[config.mk]
export PLATFORM = sky130hd
export DESIGN_NAME = masked_share_encoder
export DESIGN_NICKNAME = d
export VERILOG_FILES = /design/src/rtl/masked_share_encoder.sv
export SDC_FILE = /design/constraint.sdc
export NUM_CORES = 1
export LEC_CHECK = 0
export ABC_AREA = 1
export BUFFER_PORTS_ARGS = -buffer_cell sky130_fd_sc_hd__buf_4
export CORE_AREA = 2 2 70 72
export DETAILED_ROUTE_END_ITERATION = 8
export DIE_AREA = 0 0 72 74
export PLACE_DENSITY = 0.87
export SLEW_MARGIN = 10
export SYNTH_ARGS = -nofsm -noshare
export SYNTH_HDL_FRONTEND = slang
export SYNTH_SLANG_ARGS = --single-unit
[constraint.sdc]
create_clock -name clk -period 2.9 [get_ports clk]
set_clock_uncertainty 0.15 [all_clocks]
set_input_delay 0.58 -clock clk [delete_from_list [all_inputs] [get_ports clk]]
set_output_delay 0.58 -clock clk [all_outputs]
set_load 0.005 [all_outputs]
[src/rtl/masked_share_encoder.sv]
// Masking front end: splits plaintext operands A and B into two Boolean shares using fresh
// LFSR randomness and emits the gadget refresh bit, behind a single-entry valid/ready register.
module masked_share_encoder #(
  parameter int unsigned WIDTH  = 4,
  parameter int unsigned LFSR_W = 16,
  parameter logic [63:0] SEED   = 64'hACE1
) (
  input  logic              clk,
  input  logic              rst_n,
  input  logic              i_valid,
  output logic              o_ready,
  input  logic [WIDTH-1:0]  i_A,
  input  logic [WIDTH-1:0]  i_B,
  input  logic              i_seed_load,
  input  logic [LFSR_W-1:0] i_seed,
  output logic              o_valid,
  input  logic              i_ready,
  output logic [WIDTH-1:0]  o_A0,
  output logic [WIDTH-1:0]  o_A1,
  output logic [WIDTH-1:0]  o_B0,
  output logic [WIDTH-1:0]  o_B1,
  output logic              o_r0,
  output logic [15:0]       o_count
);

  // Right-shifting Galois feedback masks for maximal-length polynomials.
  localparam logic [63:0] MaskFull = (LFSR_W == 16) ? 64'hB400 :
                                     (LFSR_W == 8)  ? 64'hB8   :
                                     (LFSR_W == 32) ? 64'h8020_0003 : 64'h0;
  localparam logic [LFSR_W-1:0] Mask     = MaskFull[LFSR_W-1:0];
  localparam logic [LFSR_W-1:0] SeedInit = SEED[LFSR_W-1:0];
  localparam logic [LFSR_W-1:0] One      = {{(LFSR_W-1){1'b0}}, 1'b1};

  if (2 * WIDTH + 1 > LFSR_W) begin : g_width_check
    $error("LFSR_W too small for 2*WIDTH+1 mask bits");
  end
  if (SeedInit == '0) begin : g_seed_check
    $error("SEED must be nonzero");
  end
  if (MaskFull == 64'h0) begin : g_mask_check
    $error("no feedback mask defined for this LFSR_W");
  end

  typedef enum logic {StEmpty, StFull} state_e;

  state_e             state_q, state_d;
  logic [LFSR_W-1:0]  lfsr_q, lfsr_d;
  logic [WIDTH-1:0]   a0_q, a0_d, a1_q, a1_d, b0_q, b0_d, b1_q, b1_d;
  logic               r0_q, r0_d;
  logic [15:0]        count_q, count_d;
  logic               accept;

  assign o_ready = !i_seed_load && ((state_q == StEmpty) || i_ready);
  assign accept  = i_valid && o_ready;

  // Seed load wins over stepping; an all-zero seed would lock the LFSR up.
  always_comb begin
    if (i_seed_load) begin
      lfsr_d = (i_seed == '0) ? One : i_seed;
    end else begin
      lfsr_d = (lfsr_q >> 1) ^ (lfsr_q[0] ? Mask : '0);
    end
  end

  always_comb begin
    state_d = state_q;
    a0_d    = a0_q;
    a1_d    = a1_q;
    b0_d    = b0_q;
    b1_d    = b1_q;
    r0_d    = r0_q;
    count_d = count_q;

    unique case (state_q)
      StEmpty: if (accept) state_d = StFull;
      StFull:  if (!accept && i_ready) state_d = StEmpty;
      default: state_d = StEmpty;
    endcase

    if (accept) begin
      a1_d    = lfsr_q[WIDTH-1:0];
      b1_d    = lfsr_q[2*WIDTH-1:WIDTH];
      a0_d    = i_A ^ lfsr_q[WIDTH-1:0];
      b0_d    = i_B ^ lfsr_q[2*WIDTH-1:WIDTH];
      r0_d    = lfsr_q[2*WIDTH];
      count_d = count_q + 16'd1;
    end
  end

  always_ff @(posedge clk or negedge rst_n) begin
    if (!rst_n) begin
      state_q <= StEmpty;
      lfsr_q  <= SeedInit;
      a0_q    <= '0;
      a1_q    <= '0;
      b0_q    <= '0;
      b1_q    <= '0;
      r0_q    <= 1'b0;
      count_q <= '0;
    end else begin
      state_q <= state_d;
      lfsr_q  <= lfsr_d;
      a0_q    <= a0_d;
      a1_q    <= a1_d;
      b0_q    <= b0_d;
      b1_q    <= b1_d;
      r0_q    <= r0_d;
      count_q <= count_d;
    end
  end

  assign o_valid = (state_q == StFull);
  assign o_A0    = a0_q;
  assign o_A1    = a1_q;
  assign o_B0    = b0_q;
  assign o_B1    = b1_q;
  assign o_r0    = r0_q;
  assign o_count = count_q;

endmodule

Word level (Yosys, flattened, before mapping)
Index checks and enable logic that the tools add are counted.
{ "classes": {"n_addsub": 1, "n_mux": 6, "n_bitwise": 4, "n_reduce_logical": 7} }
{ "op_table": {"columns": ["operator", "n"], "rows": [
  ["$mux W16", 3],
  ["$add A16 B1 Y16 const B", 1],
  ["$logic_not A16 Y1", 1],
  ["$xor A15 B16 Y16", 1],
  ["$xor A4 B4 Y4", 2],
  ["$logic_and A1 B1 Y1", 3],
  ["$logic_not A1 Y1", 2],
  ["$mux W1", 2],
  ["$pmux W1 S2", 1],
  ["$logic_or A1 B1 Y1", 1],
  ["$not A1 Y1", 1]
]} }
{ "word_totals": {"reg_bits": 50, "in_bits": 29, "output_inout_bits": 35, "elab_cells": 26} }

Longest topological paths before layout
{ "logic_depth": {"ltp_word": 8, "mapped_depth": 9} }

Worst setup path before layout
Ideal clock, no wire load.
{ "synth_timing": {"kind": "input port to output port", "from": "input port i_seed_load", "to": "output port o_ready", "arrival_time_ps": 1046, "required_time_ps": 2170, "setup_slack_ps": 1124, "stages": 4, "n_path_buf": 1, "cell_sequence": "inv_2 > clkbuf_1 > nand2_1 > inv_1"} }
{ "synth_via": {"elab_chain_len": 2} }
{ "synth_rtl": {"columns": ["element", "line_no", "rtl"], "rows": [
  ["start: declaration", "14", "input logic i_seed_load,"],
  ["$logic_not A1 Y1", "53", "assign o_ready = !i_seed_load && ((state_q == StEmpty) || i_ready);"],
  ["$logic_and A1 B1 Y1", "53", null],
  ["end: declaration", "11", "output logic o_ready,"]
]} }
Every way passes these cells.

Worst setup path in the final report
Ends and elaborated chain as after synthesis.

==> run metrics <==
RePlAce Congestion 0.875; # fillers 400; # resized after CTS 0; first-pass GRT wire length 8130 um; Tmin final 1940 ps; max-slew violations 0; DRC Markers 0; area of the core 0.00460 sq mm; outcome complete, no violations; latest clock arrival within the worst-skew pair 300 ps; Max-cap violations 0; Bufs and invs on worst path 4; syn_area_per_cell 8.54 sq um; First-pass DRT Iterations 4; Max IR drop VDD 331 uV; die width 72 um; Post-CTS Hold Buffers 0; global route total overflow 0; Clock Tree Buf Depth 2; Setup TNS 0 ps; vias per cell 4.96; Area Growth Syn to Fin 27.0%; most frequent CP cell buf_4; Die Span Y 74 um; Lkg Pwr 1.48 nW; top cell type's share of synthesized area 0.456; CP Class input pin to output port; final wirelength 4890 um; Place WS 824 ps; fmax 0.516 GHz; commonest cells after routing, fill and taps aside 84 x nand2_1, 64 x buf_4, 42 x dfrtp_1; Hold WC Path Type input pin to asynchronous set/reset pin; port bufs 63; worst r2r src o_valid$_DFF_PN0_; worst setup margin 963 ps; Yosys cell types 23; fin nets 363; post-synthesis sequential area ratio 0.547; maximum fanout along the worst path 21; GRT Total Usage 0.198; routed len/inst 12.6 um; I/O pin count 64; setup violators final 0; Post-DP HPWL 3730 um; Synth Cell Area 0.00230 sq mm; worst relative slew slack 0.604; Slowest cell on crit path inv_2; FP Rows 25; r2r setup slk 1300 ps; Data arrival, critical path 1210 ps; share of layout cells above drive strength 1 0.284; Starting DRT DRC Count 143; initial antenna violation count 0; P per Cell Area 609 mW/mm^2; startpoint types input pin; Worst EP required 2170 ps; number of global-route vias before repair 1830; syn_nets 300; R2R Path End o_count[8]$_DFFE_PN0P_; most common cell after layout, fill and taps aside nand2_1; H-tree Lvls 2; Final Hold Fails 0; Tightest Pin Transition 594 ps; TritonCTS clock tree yes; Synth Warn # 0; clock root buffer master clkbuf_8; Vias 1926; Initial Util 0.501; clk sinks 50; Post-Synthesis Cells 270; n_diodes 0; family with the most delay on the worst path buffers and inverters; # Post-CTS Setup Buffers 0; CP max stage delay 200 ps; post-route ant nets 0; leading area contributor after synthesis dfrtp_1; die footprint 0.00533 sq mm; largest net degree at the start of global routing 51; RSZ-0062 raised after global routing false; R2R cell count 6; CTS buffer count 5; clk slew on worst S/H paths 90 ps; critical-path cell list buf_4 > inv_2 > nand2_1 > inv_1 > buf_4; cells taking the most area after synthesis dfrtp_1 46%, nand2_1 14%, dfstp_2 9.1%; post-synthesis register bit count 50; period utilization 0.668; CP Capture Type output port
-- power breakdown --
group / leakage (nW) / internal, mW / switching, mW
Sequential: 0.614 / 0.814 / 0.110
Clock: 0.0579 / 0.254 / 0.229
Combinational: 0.809 / 0.209 / 0.167
Total: 1.48 / 1.28 / 0.506
-- Yosys cell counts, drive strengths merged --
master,count
a21oi,1
buf,5
clkbuf,3
dfrtp,42
dfstp,8
ha,1
inv,27
nand2,88
nand3,13
nand3b,2
nand4,5
nor2,27
nor2b,1
o21ai,30
or2,3
xnor2,10
xor2,4
-- flip-flops by register name, summed over array words and instances (netlist names) --
name / flops
o_r0: 1
o_valid: 1
o_A1: 4
o_count: 16
o_B1: 4
o_B0: 4
lfsr_q: 16
o_A0: 4
-- cell families after synthesis --
kind of cell,after synthesis,synth area share
and+or+nand+nor,139,0.268
DFF,50,0.547
buffers and inverters,35,0.0592
AOI/OAI and AO/OA,31,0.0673
xor gates and xnor gates,14,0.0532
adders and majority gates,1,0.00543
-- metrics by stage --
step                hold slack (ps)  total power, mW  instance area [sq um]  cells   util
floorplan                       134             1.08                   2300    270      -
global placement                291             1.30                   2820    380  0.613
detailed placement              298             1.32                   2820    380  0.613
CTS                             143             1.80                   2930    388  0.636
global route                    167             1.88                   2930    388  0.636
finish                          128             1.78                   2930    388  0.636
-- per-layer routing --
layer,wire [um],part of all wire,GRT usage
met1,2060,0.42,0.243
met2,2400,0.49,0.350
met3,338,0.069,0.0488
met4,88,0.018,0.0629
met5,0,0,0
-- final cells by class --
cell class | count | area, sq um | area share
clock buffer | 5 | 68.8 | 0.0235
clock inverter | 3 | 40.0 | 0.0137
inverter | 27 | 101 | 0.0346
multi-input combinational | 185 | 907 | 0.310
sequential | 50 | 1260 | 0.431
tap | 54 | 67.6 | 0.0231
timing repair buffer | 64 | 480 | 0.164
-- worst max path at each step --
| stage | startpoint | endpoint | slack [ps] | cells after the start |
|---|---|---|---|---|
| global placement | i_seed_load | o_count[10]$_DFFE_PN0P_ | 910 | 9 |
| CTS | i_seed_load | o_ready | 960 | 5 |
| finish | i_seed_load | o_ready | 960 | 5 |
| floorplan | i_seed_load | o_ready | 1120 | 4 |
| global route | i_seed_load | o_ready | 890 | 5 |
| detailed placement | i_seed_load | o_count[8]$_DFFE_PN0P_ | 820 | 7 |
No activity file was read; power rests on OpenSTA's default activity.
